`src/rtl/adc_sched_pkg.sv`:
```
// Shared definitions for the ADC channel scheduler: state encoding,
// converter data width and parameter defaults.
package adc_sched_pkg;

  localparam int unsigned ADC_BITS              = 4;
  localparam int unsigned NCH_DEFAULT           = 4;
  localparam int unsigned SAMPLE_CYCLES_DEFAULT = 2;
  localparam int unsigned CONV_CYCLES_DEFAULT   = 5;

  typedef enum logic [1:0] {
    ST_IDLE    = 2'd0,
    ST_SAMPLE  = 2'd1,
    ST_CONVERT = 2'd2,
    ST_RESULT  = 2'd3
  } state_e;

  function automatic int unsigned max_u(input int unsigned a, input int unsigned b);
    return (a > b) ? a : b;
  endfunction

endpackage

```
`src/rtl/rr_arbiter.sv`:
```
// Combinational round-robin arbiter: picks the first asserted request at or
// after index ptr, ascending with wrap, and returns it one-hot.
module rr_arbiter
  import adc_sched_pkg::*;
#(
  parameter int unsigned NCH = NCH_DEFAULT
) (
  input  logic [NCH-1:0]         req,
  input  logic [$clog2(NCH)-1:0] ptr,
  output logic [NCH-1:0]         grant
);

  localparam int unsigned IW = $clog2(NCH);

  logic        found;
  int unsigned idx;

  // Scan NCH positions starting at ptr; first hit wins.
  always_comb begin
    grant = '0;
    found = 1'b0;
    idx   = 0;
    for (int unsigned i = 0; i < NCH; i++) begin
      idx = (32'(ptr) + i) % NCH;
      if (!found && req[IW'(idx)]) begin
        grant[IW'(idx)] = 1'b1;
        found           = 1'b1;
      end
    end
  end

endmodule

```
`src/rtl/adc_channel_scheduler.sv`:
```
// Schedules multi-channel SAR conversions: round-robin channel pick, a
// track/hold sample phase, a timed SAR conversion phase and a held result
// presented on a valid/ready channel.
module adc_channel_scheduler
  import adc_sched_pkg::*;
#(
  parameter int unsigned NCH           = NCH_DEFAULT,
  parameter int unsigned SAMPLE_CYCLES = SAMPLE_CYCLES_DEFAULT,
  parameter int unsigned CONV_CYCLES   = CONV_CYCLES_DEFAULT
) (
  input  logic                   clk,
  input  logic                   rstp,
  input  logic [NCH-1:0]         req,
  output logic [NCH-1:0]         grant,
  output logic [$clog2(NCH)-1:0] ch_sel,
  output logic                   sample_en,
  output logic                   sar_rstp,
  input  logic [ADC_BITS-1:0]    sar_adc_out,
  output logic [ADC_BITS-1:0]    res_data,
  output logic [$clog2(NCH)-1:0] res_ch,
  output logic                   res_valid,
  input  logic                   res_ready,
  output logic                   busy
);

  localparam int unsigned IW = $clog2(NCH);
  localparam int unsigned CW = $clog2(max_u(SAMPLE_CYCLES, CONV_CYCLES)) + 1;

  state_e              state_q, state_d;
  logic [CW-1:0]       cnt_q, cnt_d;
  logic [IW-1:0]       ptr_q, ptr_d;
  logic [NCH-1:0]      grant_q, grant_d;
  logic [IW-1:0]       ch_sel_q, ch_sel_d;
  logic                sample_en_q, sample_en_d;
  logic                sar_rstp_q, sar_rstp_d;
  logic [ADC_BITS-1:0] res_data_q, res_data_d;
  logic [IW-1:0]       res_ch_q, res_ch_d;
  logic                res_valid_q, res_valid_d;
  logic                busy_q, busy_d;

  logic [NCH-1:0]      arb_grant;
  logic [IW-1:0]       arb_sel;

  rr_arbiter #(
    .NCH (NCH)
  ) u_arb (
    .req   (req),
    .ptr   (ptr_q),
    .grant (arb_grant)
  );

  // One-hot to binary index of the arbiter's pick.
  always_comb begin
    arb_sel = '0;
    for (int unsigned j = 0; j < NCH; j++) begin
      if (arb_grant[IW'(j)]) arb_sel = IW'(j);
    end
  end

  // Next-state, counter, result capture and registered-output decode.
  always_comb begin
    state_d    = state_q;
    cnt_d      = cnt_q;
    ptr_d      = ptr_q;
    grant_d    = grant_q;
    ch_sel_d   = ch_sel_q;
    res_data_d = res_data_q;
    res_ch_d   = res_ch_q;

    unique case (state_q)
      ST_IDLE: begin
        if (|req) begin
          state_d  = ST_SAMPLE;
          grant_d  = arb_grant;
          ch_sel_d = arb_sel;
          cnt_d    = '0;
        end
      end
      ST_SAMPLE: begin
        if (cnt_q == CW'(SAMPLE_CYCLES - 1)) begin
          state_d = ST_CONVERT;
          cnt_d   = '0;
        end else begin
          cnt_d = cnt_q + CW'(1);
        end
      end
      ST_CONVERT: begin
        if (cnt_q == CW'(CONV_CYCLES - 1)) begin
          state_d    = ST_RESULT;
          cnt_d      = '0;
          res_data_d = sar_adc_out;
          res_ch_d   = ch_sel_q;
        end else begin
          cnt_d = cnt_q + CW'(1);
        end
      end
      ST_RESULT: begin
        if (res_ready) begin
          state_d = ST_IDLE;
          cnt_d   = '0;
          grant_d = '0;
          // Pointer holds the next search start, i.e. served index + 1.
          ptr_d   = (ch_sel_q == IW'(NCH - 1)) ? '0 : ch_sel_q + IW'(1);
        end
      end
      default: state_d = ST_IDLE;
    endcase

    // Outputs are decoded from the next state so they register in step with it.
    sample_en_d = (state_d == ST_SAMPLE);
    sar_rstp_d  = (state_d != ST_CONVERT);
    res_valid_d = (state_d == ST_RESULT);
    busy_d      = (state_d != ST_IDLE);
  end

  // State and registered outputs with synchronous active-high reset.
  always_ff @(posedge clk) begin
    if (rstp) begin
      state_q     <= ST_IDLE;
      cnt_q       <= '0;
      ptr_q       <= '0;
      grant_q     <= '0;
      ch_sel_q    <= '0;
      sample_en_q <= 1'b0;
      sar_rstp_q  <= 1'b1;
      res_data_q  <= '0;
      res_ch_q    <= '0;
      res_valid_q <= 1'b0;
      busy_q      <= 1'b0;
    end else begin
      state_q     <= state_d;
      cnt_q       <= cnt_d;
      ptr_q       <= ptr_d;
      grant_q     <= grant_d;
      ch_sel_q    <= ch_sel_d;
      sample_en_q <= sample_en_d;
      sar_rstp_q  <= sar_rstp_d;
      res_data_q  <= res_data_d;
      res_ch_q    <= res_ch_d;
      res_valid_q <= res_valid_d;
      busy_q      <= busy_d;
    end
  end

  assign grant     = grant_q;
  assign ch_sel    = ch_sel_q;
  assign sample_en = sample_en_q;
  assign sar_rstp  = sar_rstp_q;
  assign res_data  = res_data_q;
  assign res_ch    = res_ch_q;
  assign res_valid = res_valid_q;
  assign busy      = busy_q;

endmodule

```
`config.mk`:
```
export PLATFORM = sky130hd
export DESIGN_NAME = adc_channel_scheduler
export DESIGN_NICKNAME = d
export VERILOG_FILES = /design/src/rtl/adc_sched_pkg.sv /design/src/rtl/rr_arbiter.sv /design/src/rtl/adc_channel_scheduler.sv
export SDC_FILE = /design/constraint.sdc
export NUM_CORES = 1
export LEC_CHECK = 0
export CORE_ASPECT_RATIO = 0.9
export CORE_MARGIN = 4
export CORE_UTILIZATION = 45
export CTS_CLUSTER_SIZE = 20
export DETAILED_ROUTE_END_ITERATION = 7
export PLACE_DENSITY_LB_ADDON = 0.2
export SYNTH_ARGS = -nofsm -noshare
export SYNTH_HDL_FRONTEND = slang
export SYNTH_SLANG_ARGS = --single-unit
export TNS_END_PERCENT = 30
```
`constraint.sdc`:
```
create_clock -name clk -period 3.9 [get_ports clk]
set_input_delay 0.78 -clock clk [delete_from_list [all_inputs] [get_ports clk]]
set_output_delay 0.78 -clock clk [all_outputs]
set_load 0.005 [all_outputs]
```
# --- Word-level counts from Yosys, hierarchy flattened ---
# Index checks and enable logic that the tools add are counted.
totals:
  register_bits: 24
  output_inout_bits: 16
  elab_cells: 96
op_classes:
  n_addsub: 5
  order_cmp: 8
  n_eq_ne: 11
  n_mux: 39
  bitwise: 3
  reduce_logical: 19
op_table:
  columns: ["op", "n"]
  rows:
  - ["$mux W4", 9]
  - ["$pmux W4 S4", 1]
  - ["$mux W2", 7]
  - ["$lt A2 B3 Y1 const B", 4]
  - ["$mux W1", 12]
  - ["$or A4 B4 Y4", 3]
  - ["$bmux W1 S2", 4]
  - ["$demux W1 S2", 4]
  - ["$eq A2 B2 Y1 const B", 4]
  - ["$ge A2 B1 Y1 const B", 4]
  - ["$pmux W2 S4", 1]
  - ["$pmux W4 S2", 1]
  - ["$reduce_and A2 Y1", 4]
  - ["$logic_and A1 B1 Y1", 7]
  - ["$ne A2 B2 Y1 const B", 3]
  - ["$add A2 B1 Y2 const B", 2]
  - ["$add A2 B2 Y2 const B", 2]
  - ["$add A4 B1 Y4 const B", 1]
  - ["$eq A2 B1 Y1 const B", 2]
  - ["$eq A4 B1 Y1 const B", 1]
  - ["$eq A4 B3 Y1 const B", 1]
  - ["$reduce_bool A2 Y1", 2]
  - ["$reduce_or A4 Y1", 1]
  - ["$logic_not A1 Y1", 3]
  - ["2 further kinds", 2]

# --- Logic depth before layout (Yosys ltp) ---
# Gate-level depths: netlist of the first run.
depth:
  ltp_word: 15
  mapped_depth: 8
  mapped_depth_nobuf: 7

# --- Cells and area by module ---
# From an unflattened synthesis of the first run, not the netlist that was laid out.
hier_totals:
  cells_unflattened: 162
  hier_area_um2: 1483.9
modules_own_cells:
  columns: ["module", "instances", "cells_per_inst", "area_each_um2", "seq_area_each_um2"]
  rows:
  - ["adc_channel_scheduler", 1, 126, 1146.1, 480.5]
  - ["rr_arbiter", 1, 36, 337.8, 0.0]

# --- Worst setup path after synthesis of the first run ---
# OpenSTA, ideal clock, no wires.
synth_path:
  path_kind: "reg2reg"
  start: "register ptr_q[0]"
  end: "register ch_sel_q[0] (netlist: ch_sel[0])"
  setup_ns: 0.088
  arrival_time_ns: 2.281
  setup_slack_ns: 1.530
  path_stages_with_launch: 9
  path_buffers: 1
  period_less_slack_ns: 2.370
  path_cell_list: "dfxtp_1 -> buf_6 -> inv_1 -> ha_1 -> mux4_2 -> nor4b_4 -> and2_1 -> o211ai_1 -> a311oi_2"
synth_between:
  elab_chain_cells: 15
  word_cells_on_any_way: 50
  cone_classes: "add/sub (3); order compare (8); mux (26); bitwise (3); reduce/logical (10)"
synth_lines:
  columns: ["element", "line", "text"]
  rows:
  - ["start, declared", "adc_channel_scheduler.sv:31", "logic [IW-1:0] ptr_q, ptr_d;"]
  - ["start signal, assigned", "adc_channel_scheduler.sv:133", "ptr_q <= ptr_d;"]
  - ["branches (longest 11 deep; another with $lt A2 B3 Y1)", null, null]
  - ["$mux W4 (*)", "rr_arbiter.sv:25", "if (!found && req[IW'(idx)]) begin"]
  - ["$mux W1", "adc_channel_scheduler.sv:56", "if (arb_grant[IW'(j)]) arb_sel = IW'(j);"]
  - ["$mux W2", "adc_channel_scheduler.sv:56", null]
  - ["$mux W2 (*)", "adc_channel_scheduler.sv:56", null]
  - ["end signal, assigned", "adc_channel_scheduler.sv:135", "ch_sel_q <= ch_sel_d;"]
  - ["end, declared", "adc_channel_scheduler.sv:33", "logic [IW-1:0] ch_sel_q, ch_sel_d;"]
# Every way passes the cells marked *. The select of a mux whose other input is x is not followed.
# A chain may end at the register's enable or synchronous reset.

# --- Worst setup path after layout of the first run ---
# Ends and elaborated chain as after synthesis.

==> metrics.csv, run 1 <==
metric;value;unit
status;finished clean;
Setup Buffers After CTS;0;
hold endpoint;grant[1];
DR vias;1205;
slowest stage cell, crit path;mux4_2;
Crit Path Class;reg -> reg;
Peak supply drop;0.2054;mV
initial drt markers;47;
all-layer global routing usage;16.36;%
Placeable Area;3067;µm²
diode count;0;
placed cells;219;
wire per inst;13.41;µm
Hold Path Class;reg -> reg;
clock-pin slew on the worst setup and hold paths;0.13;ns
flops & latches, synth;24;
initial core utilization;46.96;%
Synthesis Warnings;0;
CTS tree;built;
post_cts resized;0;
Max-slew headroom;46.03;%
post-detail-place hpwl;2.357;mm
Layout Nets;208;
H-tree depth;1;
worst path cell trace;inv_1 > ha_1 > mux4_2 > nor4b_4 > and2_1 > o211ai_1 > a311oi_2;
area growth from synthesis to layout;23.28;%
grt ovf;0;
CTS Buffer Depth;2;
register area;480.5;µm²
layout cell share with drive strength beyond 1;6.077;%
vias in the first global route;1204;
PD cells;310.7;nW/µm²
CP endpoint kind;flip-flop;
final non-filler cell total;223;
Final min period;2.713;ns
R2R cell count;7;
Clk Latency, worst-skew pair;0.32;ns
Syn Area/Cell;9.291;µm²
DIE AREA;4171;µm²
final setup fails;0;
final-layout fill cell count;274;
Final period util;69.57;%
RR Startpoint;ptr_q[0];
startpoint types;flip-flop;
synth unique cells;38;
IO Pins;27;
final hold vios;0;
Die W;67.63;µm
PortBufs;26;
Placer Congestion;0.8112;
Critical Path AT;2.94;ns
Post-DRT Antenna Nets;0;
CP max FO;9;
RSZ-0062 raised after global routing;false;
Hold WS;0.4615;ns
post-synthesis sequential area ratio;33.36;%
clk sink count;24;
Max Slew Vio Count;0;
CTS Buf Count;3;
Fmax achieved;368.6;MHz
setup TNS;0;ns
worst reg2reg endpoint;ch_sel[0];
worst-margin pin slew;0.8070;ns
initial antenna violation count;0;
first-pass GRT wire length;5.161;mm
Die Ht;61.67;µm
Max-Cap Viols;0;
WP data required;4.13;ns
Max Clock Skew;0.006263;ns
drt pass-1 iters;4;
Syn Inst Count;155;
register-to-register path setup slack;1.19;ns
Rows;19;
vias per inst;5.404;
routed wire length;2.991;mm
largest net degree at the start of global routing;23;
drt drc;0;
hold depth;2;
clock tree root buffer cell;clkbuf_4;
Leakage;0.0007190;µW
Mapped Nets;181;
min-delay src;grant[1];
Post-Syn Area;1440;µm²
Post-CTS Hold Fix Bufs;0;
slowest stage delay, CP;0.60;ns
Multi-input gate area;892.1;µm²
layout make-up:
cell class	count	share of cell area [%]
Clock buffer	3	1.269
Clock inverter	1	1.691
Inverter	10	2.114
Multi-Input combinational cell	117	50.25
Sequential cell	24	27.06
Tap cell	42	2.960
Timing Repair Buffer	26	14.66
cell usage in the layout, fill, tap and decap left out, types with 2 or more instances in the layout:
cell type	synthesis	final
clkdlybuf4s50_1	0	26
mux4_2	2	2
nor3_1	4	4
a21oi_1	14	14
nand3_1	3	3
and2_1	4	4
mux4_1	2	2
a22oi_1	2	2
o21ai_0	7	7
nor2b_1	2	2
inv_1	10	10
mux2i_1	7	7
nor3b_1	2	2
clkbuf_4	0	3
ha_1	15	15
o21a_1	2	2
nor2_1	16	16
o21bai_1	3	3
nor4_1	2	2
nand3b_1	2	2
dfxtp_1	24	24
nand2_1	12	12
through the flow:
step | instance area, µm² | total power [µW] | worst slack, ns | utilization (%)
finish | 1775 | 551.7 | 1.187 | 57.89
global route | 1775 | 583.2 | 0.9833 | 57.89
CTS | 1775 | 556.0 | 1.188 | 57.89
detailed placement | 1723 | 377.4 | 0.9254 | 56.18
global placement | 1723 | 373.9 | 1.063 | 56.18
floorplan | 1440 | 333.1 | 1.530 | -
layer usage:
metal	up-vias	global-route usage [%]	share of wire, %
met5	-	0	0
met4	0	4.046	0.60
met3	2	4.927	4.3
met2	28	29.82	49
met1	568	18.73	46
li1	607	-	-
power breakdown:
group          internal (µW)  switching (µW)
clock network            104            75.0
logic                   52.6            53.2
registers                257            9.66
total                    414             138
kinds of logic after synthesis:
| group | Yosys count | share of synthesized area (%) |
|---|---|---|
| AOI/OAI and AO/OA | 38 | 17.29 |
| DFF | 24 | 33.36 |
| and+or+nand+nor | 53 | 19.98 |
| muxes | 11 | 11.64 |
| adders and majority gates | 15 | 13.03 |
| buffers and inverters | 14 | 4.692 |
registers in the layout, indices dropped and copies added, names as in the netlist:
register and cells:
busy 1, ch_sel 2, cnt_q 4, grant 4, ptr_q 2, res_ch 2, res_data 4, res_valid 1
sample_en 1, sar_rstp 1, state_q 2
worst max-delay path, delay by kind of cell (launching register included):
family                     cells  cell delay, ns
muxes                          1            0.60
buffers and inverters          1            0.16
and+or+nand+nor                2            0.55
AOI/OAI and AO/OA              2            0.40
adders and majority gates      1            0.35
DFF                            1            0.58
cells in the mapped netlist, drive strengths merged:
| cell | instances | area share, % |
|---|---|---|
| a221o | 1 | 0.70 |
| a21boi | 1 | 0.52 |
| o31ai | 1 | 0.52 |
| nor4 | 2 | 0.87 |
| or4 | 1 | 0.52 |
| mux4 | 4 | 6.8 |
| nor4b | 1 | 1.7 |
| and2 | 4 | 1.7 |
| o21a | 2 | 1.0 |
| nand3b | 2 | 1.0 |
| nor2 | 16 | 4.2 |
| ha | 15 | 13 |
| a21bo | 1 | 0.70 |
| inv | 10 | 2.6 |
| a2111oi | 1 | 0.61 |
| a311oi | 1 | 1.0 |
| or3b | 1 | 0.61 |
| dfxtp | 24 | 33 |
| o21bai | 3 | 1.6 |
| nor3b | 3 | 1.9 |
| a21oi | 14 | 4.9 |
| o211ai | 1 | 0.52 |
| a22o | 1 | 0.61 |
| clkbuf | 2 | 0.52 |
| o21ai | 7 | 2.4 |
| nand2 | 12 | 3.1 |
| nor2b | 2 | 0.87 |
| a21o | 1 | 0.52 |
| mux2i | 7 | 4.9 |
| nand4b | 1 | 0.61 |
| nand3 | 3 | 1.0 |
| buf | 2 | 1.6 |
| nor3 | 4 | 1.4 |
| a22oi | 2 | 1.0 |
| nand2b | 1 | 0.43 |
| a41oi | 1 | 0.61 |
worst max path at each step:
stage,start,end,slack [ns],cells after the start
final,ptr_q[0],ch_sel[0],1.19,7
after global routing,ptr_q[0],ch_sel[0],0.98,7
after CTS,ptr_q[0],ch_sel[0],1.19,7
after detailed placement,req[3],ch_sel[0],0.93,6
after global placement,req[3],ch_sel[0],1.06,6
after floorplan,ptr_q[0],ch_sel[0],1.53,8
Note: power is estimated with default switching activity, not from simulation.
==> inputs of run 2 (changes only) <==
Clock period 3.9 ns to 2.7 ns, I/O delays scaled along.
==> run 2 against run 1 <==
Compared with the run above:
- clock power grew 46%
- setup slack lost 1.0 ns
- utilization grew 0.73 points
- clock-buffer cell count is the same
- flip-flop and latch count is the same
- sequential power grew 44%
- first-iteration DRC count shrank 17%
- final cell count grew 1.3%
- non-clock buffer count grew 3
- register-to-register slack lost 1.0 ns
- critical endpoint unchanged
- largest power group unchanged
==> metrics.csv, run 2 (same netlist as run 1, synthesis figures left out) <==
metric;value;unit;change
placed cells;222;;+1.4%
clock-pin slew on the worst setup and hold paths;0.13;ns;about the same
final setup fails;0;;unchanged
CP max FO;8;;-1
CP bufs+invs;1;;unchanged
worst setup margin;0.1691;ns;-1.018 ns
startpoint types;flip-flop;;
Post-Place Worst Slack;-0.002751;ns;-0.9281 ns
most frequent cells in the layout;clkdlybuf4s50_1 (26), dfxtp_1 (24), nor2_1 (16), ha_1 (15), a21oi_1 (14);;
Crit Path Class;reg -> reg;;
Layout Nets;211;;+1.4%
Post-CTS Hold Fix Bufs;0;;unchanged
Clk Latency, worst-skew pair;0.32;ns;about the same
Setup Buffers After CTS;0;;unchanged
met2 global-route usage;26.21;%;-3.6 points
CTS Buffer Depth;2;;unchanged
CP delay by family, top;multiplexers;;
IO Pins;27;;unchanged
first-pass GRT wire length;4.954;mm;-4.0%
RSZ-0062 raised after global routing;false;;
drt pass-1 iters;4;;unchanged
final non-filler cell total;226;;+1.3%
wire per inst;13.09;µm;-2.4%
H-tree depth;1;;unchanged
area growth from synthesis to layout;24.85;%;
post_cts resized;0;;unchanged
Critical Path AT;2.77;ns;-0.17 ns
CTS tree;built;;
initial drt markers;39;;-17%
Final period util;93.74;%;+24 points
Die Ht;61.67;µm;unchanged
PortBufs;26;;unchanged
Pwr Total;800.5;µW;+45%
largest net degree at the start of global routing;15;;-35%
DIE AREA;4171;µm²;unchanged
vias per inst;5.323;;-1.5%
Placeable Area;3067;µm²;unchanged
CTS Buf Count;3;;unchanged
PD cells;445.2;nW/µm²;+43%
WP data required;2.94;ns;-1.19 ns
clk sink count;24;;unchanged
post-detail-place hpwl;2.361;mm;+0.15%
clock tree root buffer cell;clkbuf_4;;
Max Clock Skew;0.003857;ns;-0.002406 ns
DR vias;1203;;-0.17%
Die W;67.63;µm;unchanged
Rows;19;;unchanged
register-to-register path setup slack;0.17;ns;-1.02 ns
vias in the first global route;1169;;-2.9%
diode count;0;;unchanged
Max-Cap Viols;0;;unchanged
slowest stage cell, crit path;mux4_2;;
Fmax achieved;395.1;MHz;+7.2%
worst path cell trace;inv_1 > ha_1 > mux4_2 > nor4b_4 > and2_1 > o211ai_1 > a311oi_2;;
Leakage;0.0007346;µW;+2.2%
GR peak layer;met2;;
Hold WS;0.4665;ns;+0.004970 ns
Peak supply drop;0.3618;mV;+76%
initial core utilization;46.96;%;unchanged
Max-slew headroom;65.74;%;+20 points
worst-margin pin slew;0.5112;ns;-0.2958 ns
initial antenna violation count;0;;unchanged
Post-DRT Antenna Nets;0;;unchanged
met3 GRT Util;5.657;%;+0.73 points
layout cell share with drive strength beyond 1;7.609;%;+1.5 points
routed wire length;2.959;mm;-1.1%
met1 Use GR;19.04;%;+0.31 points
Placer Congestion;0.8481;;+4.5%
final hold vios;0;;unchanged
Max Slew Vio Count;0;;unchanged
most common library cell in the layout ignoring fill and taps;clkdlybuf4s50_1;;
status;finished clean;;
setup TNS;0;ns;unchanged
Final min period;2.531;ns;-0.1823 ns
all-layer global routing usage;15.73;%;-0.62 points
grt ovf;0;;unchanged
Hold Path Class;reg -> reg;;
CP endpoint kind;flip-flop;;
drt drc;0;;unchanged
slowest stage delay, CP;0.59;ns;about the same
==> run 2: worst paths after layout <==
check | startpoint | endpoint | cells past startpoint
worst max register to register | ptr_q[1] | ch_sel[0] | 7
worst min-delay path | grant[0] | grant[0] | 2
worst min register to register | grant[0] | grant[0] | 2
worst max-delay path | ptr_q[1] | ch_sel[0] | 7
==> run 2: cell type report <==
class / instances / area (µm²)
fill: 271 / 1269
multi-input combinational: 117 / 892.1
sequential: 24 / 480.5
timing repair buffer: 29 / 282.8
tap: 42 / 52.55
inverter: 10 / 37.54
clock inverter: 1 / 30.03
clock buffer: 3 / 22.52
==> run 2: through the flow <==
step / util (%) / instance area, µm²
after global placement: 56.92 / 1745
after detailed placement: 56.92 / 1745
final: 58.63 / 1798
after CTS: 58.63 / 1798
after global routing: 58.63 / 1798
after floorplan: - / 1440
==> run 2: per-layer routing <==
metal  vias to the layer above  share of wire, %
met3                         4               5.8
li1                        611                 -
met4                         0               1.2
met2                        34                47
met5                         -                 0
met1                       554                45
==> run 2: where the power goes <==
| group | total, µW | leakage (µW) | switching [µW] | internal, µW |
|---|---|---|---|---|
| sequential | 385 | 0.000195 | 13.6 | 372 |
| clock | 261 | 0.0000279 | 111 | 150 |
| combinational | 154 | 0.000512 | 76.6 | 77.8 |
| total | 800 | 0.000735 | 201 | 599 |
==> run 2: worst register-to-register path, delay by kind of cell, from the launching register on <==
| family | cells | cell delay [ns] |
|---|---|---|
| AOI/OAI and AO/OA | 2 | 0.38 |
| adders and majority gates | 1 | 0.33 |
| buffers and inverters | 1 | 0.11 |
| DFF | 1 | 0.52 |
| muxes | 1 | 0.59 |
| and+or+nand+nor | 2 | 0.54 |
